<file path="src/rtl/rf_wport_arbiter_pkg.sv">
// Shared types for the register-file write-port arbiter:
// write-bundle struct, arbiter FSM states, address/data widths.
package rf_wport_arbiter_pkg;

  localparam int RF_ADDR_W = 5;
  localparam int RF_DATA_W = 32;

  typedef enum logic {
    ARB_NORMAL = 1'b0,
    ARB_FORCE  = 1'b1
  } arb_state_e;

  typedef struct packed {
    logic [RF_ADDR_W-1:0] addr;
    logic [RF_DATA_W-1:0] data;
  } rf_wr_t;

endpackage

</file>
<file path="src/rtl/rf_wport_fifo.sv">
// Sync FIFO holding MDU results until they win the write port.
// Ports: clk, reset (async, active-low), push/din, pop/dout, full, empty.
module rf_wport_fifo #(
  parameter int DEPTH = 2,
  parameter int WIDTH = 37
) (
  input  logic             clk,
  input  logic             reset,
  input  logic             push,
  input  logic [WIDTH-1:0] din,
  input  logic             pop,
  output logic [WIDTH-1:0] dout,
  output logic             full,
  output logic             empty
);

  localparam int AW = $clog2(DEPTH);

  logic [WIDTH-1:0] mem [DEPTH];
  logic [AW-1:0]    wr_ptr;
  logic [AW-1:0]    rd_ptr;
  logic [AW:0]      count;

  assign full  = (count == (AW+1)'(DEPTH));
  assign empty = (count == '0);
  assign dout  = mem[rd_ptr];

  always_ff @(posedge clk or negedge reset) begin
    if (!reset) begin
      wr_ptr <= '0;
      rd_ptr <= '0;
      count  <= '0;
    end else begin
      if (push) wr_ptr <= wr_ptr + AW'(1);
      if (pop)  rd_ptr <= rd_ptr + AW'(1);
      unique case ({push, pop})
        2'b10:   count <= count + (AW+1)'(1);
        2'b01:   count <= count - (AW+1)'(1);
        default: count <= count;
      endcase
    end
  end

  always_ff @(posedge clk) begin
    if (push) mem[wr_ptr] <= din;
  end

endmodule

</file>
<file path="src/rtl/rf_wport_arbiter.sv">
// Shares the regfile write port between WB and buffered MDU results.
// WB has priority with a starvation cap; reg_busy tracks pending MDU dests.
module rf_wport_arbiter
  import rf_wport_arbiter_pkg::*;
#(
  parameter int FIFO_DEPTH = 2,
  parameter int STARVE_MAX = 4
) (
  input  logic                 clk,
  input  logic                 reset,
  input  logic                 wb_w_en,
  input  logic [RF_ADDR_W-1:0] wb_w_addr,
  input  logic [RF_DATA_W-1:0] wb_w_data,
  output logic                 wb_hold,
  input  logic                 mdu_valid,
  output logic                 mdu_ready,
  input  logic [RF_ADDR_W-1:0] mdu_addr,
  input  logic [RF_DATA_W-1:0] mdu_data,
  input  logic                 mdu_issue_en,
  input  logic [RF_ADDR_W-1:0] mdu_issue_addr,
  output logic [31:0]          reg_busy,
  output logic                 rf_w_en,
  output logic [RF_ADDR_W-1:0] rf_w_addr,
  output logic [RF_DATA_W-1:0] rf_w_data,
  output logic                 mdu_grant
);

  localparam int CW = $clog2(STARVE_MAX + 1);

  arb_state_e    state, state_nxt;
  logic [CW-1:0] cnt, cnt_nxt;
  logic [31:0]   busy_nxt;
  logic          wb_grant;
  logic          fifo_full, fifo_empty;
  logic          push;
  rf_wr_t        push_ent, head;
  logic [$bits(rf_wr_t)-1:0] head_raw;

  assign push_ent  = '{addr: mdu_addr, data: mdu_data};
  assign mdu_ready = ~fifo_full;
  assign push      = mdu_valid & mdu_ready;
  assign head      = rf_wr_t'(head_raw);

  rf_wport_fifo #(
    .DEPTH (FIFO_DEPTH),
    .WIDTH ($bits(rf_wr_t))
  ) u_fifo (
    .clk   (clk),
    .reset (reset),
    .push  (push),
    .din   (push_ent),
    .pop   (mdu_grant),
    .dout  (head_raw),
    .full  (fifo_full),
    .empty (fifo_empty)
  );

  // Grants are gated by reset so a live WB request cannot
  // reach the regfile while the block is held in reset.
  always_comb begin
    wb_grant  = 1'b0;
    mdu_grant = 1'b0;
    wb_hold   = 1'b0;
    state_nxt = state;
    cnt_nxt   = '0;
    unique case (state)
      ARB_NORMAL: begin
        if (reset && wb_w_en)
          wb_grant = 1'b1;
        else if (reset && !fifo_empty)
          mdu_grant = 1'b1;
        if (wb_grant && !fifo_empty) begin
          if (cnt == CW'(STARVE_MAX - 1))
            state_nxt = ARB_FORCE;
          else
            cnt_nxt = cnt + CW'(1);
        end
      end
      ARB_FORCE: begin
        wb_hold   = 1'b1;
        mdu_grant = reset & ~fifo_empty;
        state_nxt = ARB_NORMAL;
      end
      default: state_nxt = ARB_NORMAL;
    endcase
  end

  always_comb begin
    rf_w_addr = '0;
    rf_w_data = '0;
    unique case (1'b1)
      wb_grant: begin
        rf_w_addr = wb_w_addr;
        rf_w_data = wb_w_data;
      end
      mdu_grant: begin
        rf_w_addr = head.addr;
        rf_w_data = head.data;
      end
      default: ;
    endcase
    rf_w_en = (wb_grant | mdu_grant) & (rf_w_addr != '0);
  end

  // Set is applied after clear so a same-cycle issue wins.
  always_comb begin
    busy_nxt = reg_busy;
    if (mdu_grant)
      busy_nxt[rf_w_addr] = 1'b0;
    if (mdu_issue_en && mdu_issue_addr != '0)
      busy_nxt[mdu_issue_addr] = 1'b1;
    busy_nxt[0] = 1'b0;
  end

  always_ff @(posedge clk or negedge reset) begin
    if (!reset) begin
      state    <= ARB_NORMAL;
      cnt      <= '0;
      reg_busy <= '0;
    end else begin
      state    <= state_nxt;
      cnt      <= cnt_nxt;
      reg_busy <= busy_nxt;
    end
  end

  wb_no_waw_a: assert property (
    @(posedge clk) disable iff (!reset)
    !(wb_grant && reg_busy[wb_w_addr])
  );

endmodule

</file>
<file path="config.mk">
export PLATFORM = sky130hd
export DESIGN_NAME = rf_wport_arbiter
export DESIGN_NICKNAME = d
export VERILOG_FILES = /design/src/rtl/rf_wport_arbiter_pkg.sv /design/src/rtl/rf_wport_fifo.sv /design/src/rtl/rf_wport_arbiter.sv
export SDC_FILE = /design/constraint.sdc
export NUM_CORES = 1
export LEC_CHECK = 0
export ABC_AREA = 1
export BUFFER_PORTS_ARGS = -buffer_cell sky130_fd_sc_hd__buf_2
export CORE_MARGIN = 2
export CORE_UTILIZATION = 49
export CTS_CLUSTER_DIAMETER = 30
export DETAILED_ROUTE_END_ITERATION = 12
export PLACE_DENSITY = 0.84
export SLEW_MARGIN = 20
export SYNTH_ARGS = -nofsm -noshare
export SYNTH_HDL_FRONTEND = slang
export SYNTH_HIERARCHICAL = 1
export SYNTH_SLANG_ARGS = --single-unit
</file>
<file path="constraint.sdc">
create_clock -name clk -period 8.7 [get_ports clk]
set_clock_uncertainty 0.05 [all_clocks]
set_input_delay 1.74 -clock clk [delete_from_list [all_inputs] [get_ports clk]]
set_output_delay 1.74 -clock clk [all_outputs]
set_load 0.01 [all_outputs]
</file>
==> flow_metrics.py, run 1 <==
metrics = {
    "run_status": {
        "status": "complete, no violations",
    },
    "worst_setup_path": {
        "reg2regPathDepth": 9,
        "cp_max_fo": 42,
        "path_class": "in -> out",
        "critPathRequiredTime_ps": 6910,
        "start_kind": "input pin",
        "cp-end-kind": "primary output",
        "critPathArrivalTime_ps": 4300,
    },
    "layout": {
        "fillers": 736,
        "final_common_cell": "buf_2",
        "area_growth_pct": 29.7,
        "nets": 735,
        "final_cell_mix": "buf_2, nand2_1, edfxtp_1",
        "drive_above_1_share_pct": 31.2,
        "finalCoreUtilization_pct": 64.4,
    },
    "detailed_routing": {
        "postRouteWirelength_mm": 12.1,
        "via_count": 4099,
        "drt_pass1_iterations": 5,
        "drtIter0Drc": 239,
        "ant_nets": 0,
        "drcViolationCount": 0,
        "wl_per_cell_um": 15.2,
        "via_per_inst": 5.14,
    },
    "global_route": {
        "grtUsageTotal_pct": 22.4,
        "grt_pass1_wl_mm": 19.2,
        "grt_pass1_vias": 4030,
        "grt_max_degree": 76,
        "grt.overflow.total": 0,
        "antenna_found_initial": 1,
    },
    "sta": {
        "rsz0062_at_grt": "no",
        "tightest_slew_ps": 994,
        "whs_ps": 393,
        "drv_slew": 0,
        "finalSetupViolCount": 0,
        "period_share_pct": 69.9,
        "hold_viol": 0,
        "fin_setup_tns_ps": 0,
        "fmax_mhz": 164,
        "min_period_ps": 6090,
        "relSlewSlack_pct": 33.2,
    },
    "placed_design": {
        "dp_hpwl_mm": 8.10,
        "finalWeightedCongestion": 0.897,
        "place.port_buffers": 155,
    },
    "yosys": {
        "synthArstFlopShare_pct": 34.5,
        "synth_warnings": 6,
        "syn_nets": 576,
        "synth_edf_count": 74,
        "ys_ff_latch": 113,
        "netlist_instances": 490,
        "synth-main-ff-cell": "edfxtp_1",
        "avgSynthCellArea_um2": 10.3,
        "synth_seq_area_share_pct": 63.5,
        "syn_area_mm2": 0.00503,
        "yosysUniqueCellTypes": 26,
    },
    "clocking": {
        "cts_tree": "done",
        "cts_buffers": 17,
        "h-tree-depth": 4,
        "hold_buffers": 0,
        "clock_sinks": 113,
        "post_cts_buffers": 0,
        "clockBufferDepth": 2,
        "clkLatencyLatePin_ps": 500,
        "cts_root_buf": "clkbuf_8",
        "ctsResizeCount": 0,
        "path_clk_slew_ps": 50,
    },
    "die": {
        "io_pins": 157,
        "dieArea_mm2": 0.0111,
        "die_w_um": 105,
        "num_rows": 37,
        "initial_core_util_pct": 49.7,
        "core_area_mm2": 0.0101,
        "fp.dieH_um": 105,
    },
    "power_and_ir_drop": {
        "power.leakage_uw": 0.00308,
        "powerDensity_mw_per_mm2": 324,
        "p_total_uw": 2120,
        "ir_drop_uv": 179,
    },
    "hold_path": {
        "min_path_type": "reg -> reg",
        "whs_path_depth": 1,
    },
    "job": {
        "max-cap-violations": 0,
    },
}
## routing by layer
metal  routed length, um  track usage (%)  up-vias
li1                    -                -     1966
met1                4740             27.5     1901
met2                6060             37.1      215
met3                1140             6.25       17
met4                 192             10.0        0
met5                   0                0        -
## worst max-delay path, cell delays in order
cell and delay [ps]:
buf_2 690, nand2_1 200, nor2_4 730, nand2_1 140, nand2_2 310, inv_2 180, nand3_1 150, buf_2 140
## registers in the layout, indices dropped and copies added, names as in the netlist
signal	flops
u_fifo/wr_ptr	1
u_fifo/mem	74
u_fifo/count	2
cnt	3
u_fifo/rd_ptr	1
reg_busy	31
state	1
## synthesized netlist by cell type, types with 2 or more instances
cell type	number	share of area (%)
a22o_1	32	5.6
buf_2	3	0.30
buf_4	2	0.30
buf_6	5	1.1
clkbuf_1	7	0.52
dfrtp_1	39	19
edfxtp_1	74	44
ha_1	2	0.50
inv_1	57	4.2
inv_2	4	0.30
nand2_1	151	11
nand2_2	4	0.50
nand3_1	31	3.1
nand3_2	2	0.40
nor2_1	9	0.67
nor2_2	5	0.62
nor2_4	4	0.89
nor3_1	11	1.1
o21ai_0	26	2.6
o21ai_1	15	1.5
xor2_1	2	0.35
## logic make-up (layout without fill, tap and decap cells)
group | Yosys count | in the layout | share of synthesized area, %
DFF | 113 | 113 | 63.5
xor gates and xnor gates | 3 | 3 | 0.522
and+or+nand+nor | 219 | 219 | 18.8
adders and majority gates | 2 | 2 | 0.497
AOI/OAI and AO/OA | 74 | 74 | 9.82
buffers and inverters | 78 | 249 | 6.78
other | 1 | 2 | 0.0745
## area by class of cell
| type | count | area, um^2 | area share [%] |
|---|---|---|---|
| Sequential cell | 113 | 3200 | 49.0 |
| Multi-Input combinational cell | 299 | 1510 | 23.1 |
| Antenna cell | 1 | 2.50 | 0.0383 |
| Tap cell | 136 | 170 | 2.60 |
| Timing Repair Buffer | 157 | 811 | 12.4 |
| Clock inverter | 13 | 193 | 2.95 |
| Inverter | 61 | 229 | 3.51 |
| Clock buffer | 18 | 418 | 6.40 |
## power breakdown
group          internal (uW)  leakage, uW  switching, uW  total (uW)
Combinational            212      0.00163            350         562
Clock                    487     0.000287            225         712
Sequential               739      0.00116            105         844
## worst paths after layout
kind                                        startpoint                        end  slack [ps]
min reg2reg                           cnt[0]$_DFF_PN0_           cnt[0]$_DFF_PN0_         390
max in group asynchronous                        reset  u_fifo/rd_ptr$_DFFE_PN0P_        6600
min in group asynchronous                        reset     reg_busy[26]$_DFF_PN0_        1320
min                                   cnt[0]$_DFF_PN0_           cnt[0]$_DFF_PN0_         390
max                                              reset                    rf_w_en        2610
max reg2reg                u_fifo/count[0]$_DFFE_PN0P_      reg_busy[4]$_DFF_PN0_        6400
## stage by stage
| step | setup WS [ps] | cell area (um^2) | instances |
|---|---|---|---|
| after floorplan | 4340 | 5030 | 490 |
| after global placement | 2740 | 5880 | 765 |
| after detailed placement | 2620 | 5880 | 765 |
| after CTS | 2590 | 6490 | 796 |
| after global routing | 2280 | 6530 | 797 |
| final | 2610 | 6530 | 798 |
Note: power is estimated with default switching activity, not from simulation.
==> run 2, diff against run 1 <==
--- a/config.mk
+++ b/config.mk
@@ -5,10 +5,10 @@
 export SDC_FILE = /design/constraint.sdc
 export NUM_CORES = 1
 export LEC_CHECK = 0
-export ABC_AREA = 1
+export ABC_AREA = 0
 export BUFFER_PORTS_ARGS = -buffer_cell sky130_fd_sc_hd__buf_2
 export CORE_MARGIN = 2
-export CORE_UTILIZATION = 49
+export CORE_UTILIZATION = 47
 export CTS_CLUSTER_DIAMETER = 30
 export DETAILED_ROUTE_END_ITERATION = 12
 export PLACE_DENSITY = 0.84
==> constraint.sdc (replaced) <==
create_clock -name clk -period 5.37 [get_ports clk]
set_clock_uncertainty 0.05 [all_clocks]
set_input_delay 1.074 -clock clk [delete_from_list [all_inputs] [get_ports clk]]
set_output_delay 1.074 -clock clk [all_outputs]
set_load 0.01 [all_outputs]
==> flow_metrics.py, run 2 <==
metrics = {
    "run_status": {
        "status": "complete, no violations",
    },
    "worst_setup_path": {
        "critPathRequiredTime_ps": 4250,
        "start_kind": "flop",
        "cp-end-kind": "primary output",
        "r2r_end": "u_fifo/count[1]$_DFFE_PN0P_",
        "crit_slowest_cell": "dfrtp_2",
        "cp_max_fo": 30,
        "path_class": "reg -> out",
        "r2r-start": "u_fifo/count[0]$_DFFE_PN0P_",
        "crit_chain": "buf_4, mux2_2, o21bai_1, a211oi_2, or4_1, buf_2",
        "reg2regPathDepth": 7,
        "cp_slowest_stage_delay_ps": 530,
        "cp_top_family": "buffers and inverters",
        "critPathArrivalTime_ps": 2930,
        "path_buf_inv": 2,
        "reg2reg_slack_ps": 2760,
    },
    "sta": {
        "fmax_mhz": 246,
        "fin_setup_tns_ps": 0,
        "min_period_ps": 4060,
        "hold_viol": 0,
        "relSlewSlack_pct": 37.2,
        "rsz0062_at_grt": "no",
        "drv_slew": 0,
        "finalSetupViolCount": 0,
        "tightest_slew_ps": 942,
        "period_share_pct": 75.6,
    },
    "detailed_routing": {
        "drcViolationCount": 0,
        "ant_nets": 0,
        "via_count": 3826,
        "postRouteWirelength_mm": 12.3,
        "drt_pass1_iterations": 5,
        "drtIter0Drc": 338,
        "wl_per_cell_um": 17.9,
        "via_per_inst": 5.56,
    },
    "layout": {
        "fillers": 812,
        "reg_top3": "u_fifo/mem (74), reg_busy (31), cnt (3)",
        "multi_input_area_mm2": 0.00181,
        "drive_above_1_share_pct": 44.7,
        "top_register": "u_fifo/mem",
        "largest_reg_flops": 74,
        "final_cells": 688,
        "final_cell_mix": "buf_2, edfxtp_1, dfrtp_1",
        "nets": 621,
        "diodes": 0,
        "area_growth_pct": 28.4,
        "final_common_cell": "buf_2",
        "seq_area_mm2": 0.00320,
    },
    "hold_path": {
        "hp-start": "cnt[0]$_DFF_PN0_",
        "min_path_type": "reg -> reg",
        "whs_path_depth": 1,
        "hold_path_end": "cnt[0]$_DFF_PN0_",
    },
    "yosys": {
        "yosysUniqueCellTypes": 51,
        "synth_seq_area_share_pct": 60.8,
        "syn_nets": 463,
        "synth.area.top_cells": "edfxtp_1, dfrtp_1, mux2_4",
        "synth_edf_count": 74,
        "synth_largest_area_cell": "edfxtp_1",
        "ys_ff_latch": 113,
        "syn_area_mm2": 0.00526,
        "synthArstFlopShare_pct": 34.5,
        "yosysMostFrequentCell": "edfxtp_1",
        "yosys.area.top_type_share_pct": 42.2,
        "synth_warnings": 6,
        "synthTopCellsByCount": "edfxtp_1, dfrtp_1, a22o_1, inv_1",
        "synth-main-ff-cell": "edfxtp_1",
        "avgSynthCellArea_um2": 14.0,
        "netlist_instances": 377,
    },
    "clocking": {
        "clock_sinks": 113,
        "cts_root_buf": "clkbuf_8",
        "clkLatencyLatePin_ps": 510,
        "hold_buffers": 0,
        "cts_tree": "done",
        "clockBufferDepth": 2,
        "cts_buffers": 17,
        "path_clk_slew_ps": 60,
        "ctsResizeCount": 0,
        "post_cts_buffers": 0,
        "h-tree-depth": 4,
    },
    "power_and_ir_drop": {
        "power.leakage_uw": 0.00305,
        "ir_drop_uv": 265,
        "powerDensity_mw_per_mm2": 478,
    },
    "die": {
        "initial_core_util_pct": 48.3,
        "io_pins": 157,
        "core_area_mm2": 0.0109,
        "fp.dieH_um": 110,
        "dieArea_mm2": 0.0121,
        "die_w_um": 110,
        "num_rows": 38,
    },
    "global_route": {
        "grt_max_degree": 38,
        "grt_pass1_vias": 3869,
        "grt.overflow.total": 0,
        "grtUsageTotal_pct": 21.5,
        "grt_pass1_wl_mm": 19.3,
        "antenna_found_initial": 0,
    },
    "placed_design": {
        "finalWeightedCongestion": 0.872,
        "dp_hpwl_mm": 8.59,
        "dp.cells": 655,
        "place.port_buffers": 155,
    },
    "job": {
        "max-cap-violations": 0,
    },
}
run 2: changes by cell type after synthesis, moves of 9 or more:
| cell | delta |
|---|---|
| a22oi_1 | +27 |
| nand2_1 | -148 |
| inv_1 | -25 |
| nor2b_1 | +10 |
| o21ai_1 | -12 |
| mux2_4 | +21 |
| nor3_1 | -9 |
| nand3_1 | -30 |
| mux2_2 | +18 |
run 2: final cells by class:
cell class	count	share of cell area, %
Sequential cell	113	47.3
Multi-Input combinational cell	210	26.8
Timing Repair Buffer	161	12.3
Clock buffer	17	6.13
Clock inverter	15	3.05
Tap cell	140	2.59
Inverter	32	1.78
run 2: cells by family after synthesis:
group / synth area share [%]
mux: 11.0
simple gates: 7.11
flops: 60.8
other cells: 0.0712
fa+ha+maj: 0.475
buf+inv: 5.04
xor+xnor: 0.832
compound gates: 14.7
run 2: layer usage:
metal	track usage, %	vias to the layer above	wire [um]
met5	0	-	0
met4	9.40	0	226
met3	6.52	21	1130
met2	35.1	220	6040
met1	26.2	1831	4900
li1	-	1754	-
run 2: how the worst max path moves through the flow:
stage                              startpoint                    endpoint  slack (ps)  depth (start not counted)
floorplan                           mdu_valid  u_fifo/mem[0][0]$_DFFE_PP_        1980                          3
global placement                        reset                rf_w_data[2]        1420                          6
detailed placement                      reset                rf_w_data[2]        1380                          6
CTS                 u_fifo/rd_ptr$_DFFE_PN0P_                     rf_w_en        1280                          6
global route        u_fifo/rd_ptr$_DFFE_PN0P_                     rf_w_en        1190                          6
finish              u_fifo/rd_ptr$_DFFE_PN0P_                     rf_w_en        1310                          6
run 2: metrics by stage:
step                cell area, um^2  hold WS (ps)  total power (uW)  utilization [%]  setup slack, ps
global route                   6760           426              3380             62.1             1190
CTS                            6740           397              3250             61.9             1280
floorplan                      5260           368              1830                -             1980
global placement               6120           377              2040             56.2             1420
finish                         6760           391              3230             62.1             1310
detailed placement             6120           391              2070             56.2             1380
run 2: power by group:
group | leakage, uW | switching [uW] | internal (uW) | total (uW)
Sequential | 0.00107 | 75.6 | 1120 | 1200
Clock | 0.000303 | 410 | 759 | 1170
Combinational | 0.00167 | 455 | 408 | 863
Total | 0.00305 | 941 | 2290 | 3230
==> run 3, diff against run 2 <==
--- a/config.mk
+++ b/config.mk
@@ -8,10 +8,10 @@
 export ABC_AREA = 0
 export BUFFER_PORTS_ARGS = -buffer_cell sky130_fd_sc_hd__buf_2
 export CORE_MARGIN = 2
-export CORE_UTILIZATION = 47
+export CORE_UTILIZATION = 49
 export CTS_CLUSTER_DIAMETER = 30
 export DETAILED_ROUTE_END_ITERATION = 12
-export PLACE_DENSITY = 0.84
+export PLACE_DENSITY = 0.83
 export SLEW_MARGIN = 20
 export SYNTH_ARGS = -nofsm -noshare
 export SYNTH_HDL_FRONTEND = slang
==> constraint.sdc (replaced) <==
create_clock -name clk -period 4.1 [get_ports clk]
set_clock_uncertainty 0.05 [all_clocks]
set_input_delay 0.82 -clock clk [delete_from_list [all_inputs] [get_ports clk]]
set_output_delay 0.82 -clock clk [all_outputs]
set_load 0.01 [all_outputs]
==> flow_metrics.py, run 3 (synthesis gave the netlist of run 2 again) <==
metrics = {
    "sta": {
        "whs_ps": 129,
        "rsz0062_at_grt": "no",
        "fin_setup_tns_ps": 0,
        "tightest_slew_ps": 1070,
        "finalSetupViolCount": 0,
        "relSlewSlack_pct": 28.2,
        "period_share_pct": 88.6,
        "setup_slack_ps": 467,
        "drv_slew": 0,
        "fmax_mhz": 275,
        "hold_viol": 0,
        "min_period_ps": 3630,
    },
    "placed_design": {
        "placedInstanceArea_mm2": 0.00611,
        "finalWeightedCongestion": 0.873,
        "dp_slack_ps": 883,
        "dp_hpwl_mm": 8.11,
        "place.port_buffers": 155,
    },
    "power_and_ir_drop": {
        "ir_drop_uv": 372,
        "powerDensity_mw_per_mm2": 600,
        "power.leakage_uw": 0.00301,
    },
    "detailed_routing": {
        "drcViolationCount": 0,
        "wl_per_cell_um": 17.1,
        "drt_pass1_iterations": 4,
        "drtIter0Drc": 230,
        "ant_nets": 0,
        "postRouteWirelength_mm": 11.7,
        "via_count": 3714,
        "via_per_inst": 5.44,
    },
    "die": {
        "die_w_um": 108,
        "initial_core_util_pct": 50.8,
        "num_rows": 37,
        "io_pins": 157,
        "dieArea_mm2": 0.0116,
        "fp.dieH_um": 108,
        "core_area_mm2": 0.0104,
    },
    "worst_setup_path": {
        "critPathRequiredTime_ps": 3230,
        "critPathArrivalTime_ps": 2760,
        "crit_slowest_cell": "nor2_1",
        "start_kind": "flop",
        "cp_max_fo": 35,
        "path_class": "reg -> out",
        "crit_chain": "nor2_1, and2b_1, and2_1, buf_4, a22o_1, buf_2",
        "cp-end-kind": "primary output",
        "cp_slowest_stage_delay_ps": 560,
    },
    "layout": {
        "nets": 620,
        "reg_top3": "u_fifo/mem (74), reg_busy (31), cnt (3)",
        "seq_area_mm2": 0.00320,
        "largest_reg_flops": 74,
        "final_common_cell": "buf_2",
        "top_register": "u_fifo/mem",
        "final_area_mm2": 0.00666,
        "fillers": 761,
        "multi_input_area_mm2": 0.00181,
        "diodes": 0,
        "drive_above_1_share_pct": 44.6,
        "area_growth_pct": 26.5,
        "final_cell_mix": "buf_2, edfxtp_1, dfrtp_1",
    },
    "hold_path": {
        "min_path_type": "in -> async",
    },
    "global_route": {
        "grtUsageTotal_pct": 21.2,
        "grt_pass1_vias": 3752,
        "antenna_found_initial": 0,
        "grt_pass1_wl_mm": 18.6,
        "grt.overflow.total": 0,
        "grt_max_degree": 38,
    },
    "clocking": {
        "h-tree-depth": 4,
        "clkLatencyLatePin_ps": 490,
        "ctsResizeCount": 0,
        "cts_buffers": 17,
        "cts_root_buf": "clkbuf_8",
        "clock_sinks": 113,
        "post_cts_buffers": 0,
        "clockBufferDepth": 2,
        "hold_buffers": 0,
        "cts_tree": "done",
        "path_clk_slew_ps": 60,
    },
    "run_status": {
        "status": "complete, no violations",
    },
    "job": {
        "max-cap-violations": 0,
    },
}
run 3: final timing paths:
| kind | from | to | slack (ps) | depth (start not counted) |
|---|---|---|---|---|
| worst max-delay path | u_fifo/count[0]$_DFFE_PN0P_ | rf_w_data[19] | 470 | 6 |
| worst min register to register | cnt[0]$_DFF_PN0_ | cnt[0]$_DFF_PN0_ | 400 | 1 |
| min in group clk | cnt[0]$_DFF_PN0_ | cnt[0]$_DFF_PN0_ | 400 | 1 |
| worst min-delay path | reset | state$_DFF_PN0_ | 130 | 1 |
| max in group asynchronous | reset | u_fifo/rd_ptr$_DFFE_PN0P_ | 3110 | 2 |
| worst max register to register | u_fifo/count[0]$_DFFE_PN0P_ | u_fifo/count[1]$_DFFE_PN0P_ | 1500 | 7 |
run 3: stage by stage:
stage | total power [uW] | cells | utilization [%]
floorplan | 2390 | 377 | -
global placement | 2650 | 651 | 58.9
detailed placement | 2690 | 651 | 58.9
CTS | 4030 | 683 | 64.2
global route | 4190 | 683 | 64.2
finish | 4000 | 683 | 64.2
run 3: final cells by class:
| type | count | area share [%] |
|---|---|---|
| Sequential cell | 113 | 48.0 |
| Multi-Input combinational cell | 210 | 27.2 |
| Inverter | 32 | 1.80 |
| Timing Repair Buffer | 160 | 12.2 |
| Clock buffer | 17 | 6.22 |
| Clock inverter | 15 | 2.01 |
| Tap cell | 136 | 2.55 |
run 3: layer usage:
layer / global-route usage [%] / part of all wire (%)
met2: 35.6 / 51
met1: 24.8 / 40
met5: 0 / 0
met4: 8.52 / 1.2
met3: 7.20 / 7.8
run 3: worst max-delay path: cells and delay by family (launching register included):
family          cells  cell delay (ps)
buf+inv             2              380
compound gates      1              280
flops               1              420
simple gates        3             1170
run 3: report_power, final:
part,switching [uW],total [uW],internal [uW]
Combinational,583,1100,521
Sequential,90.3,1560,1470
Clock,521,1330,808
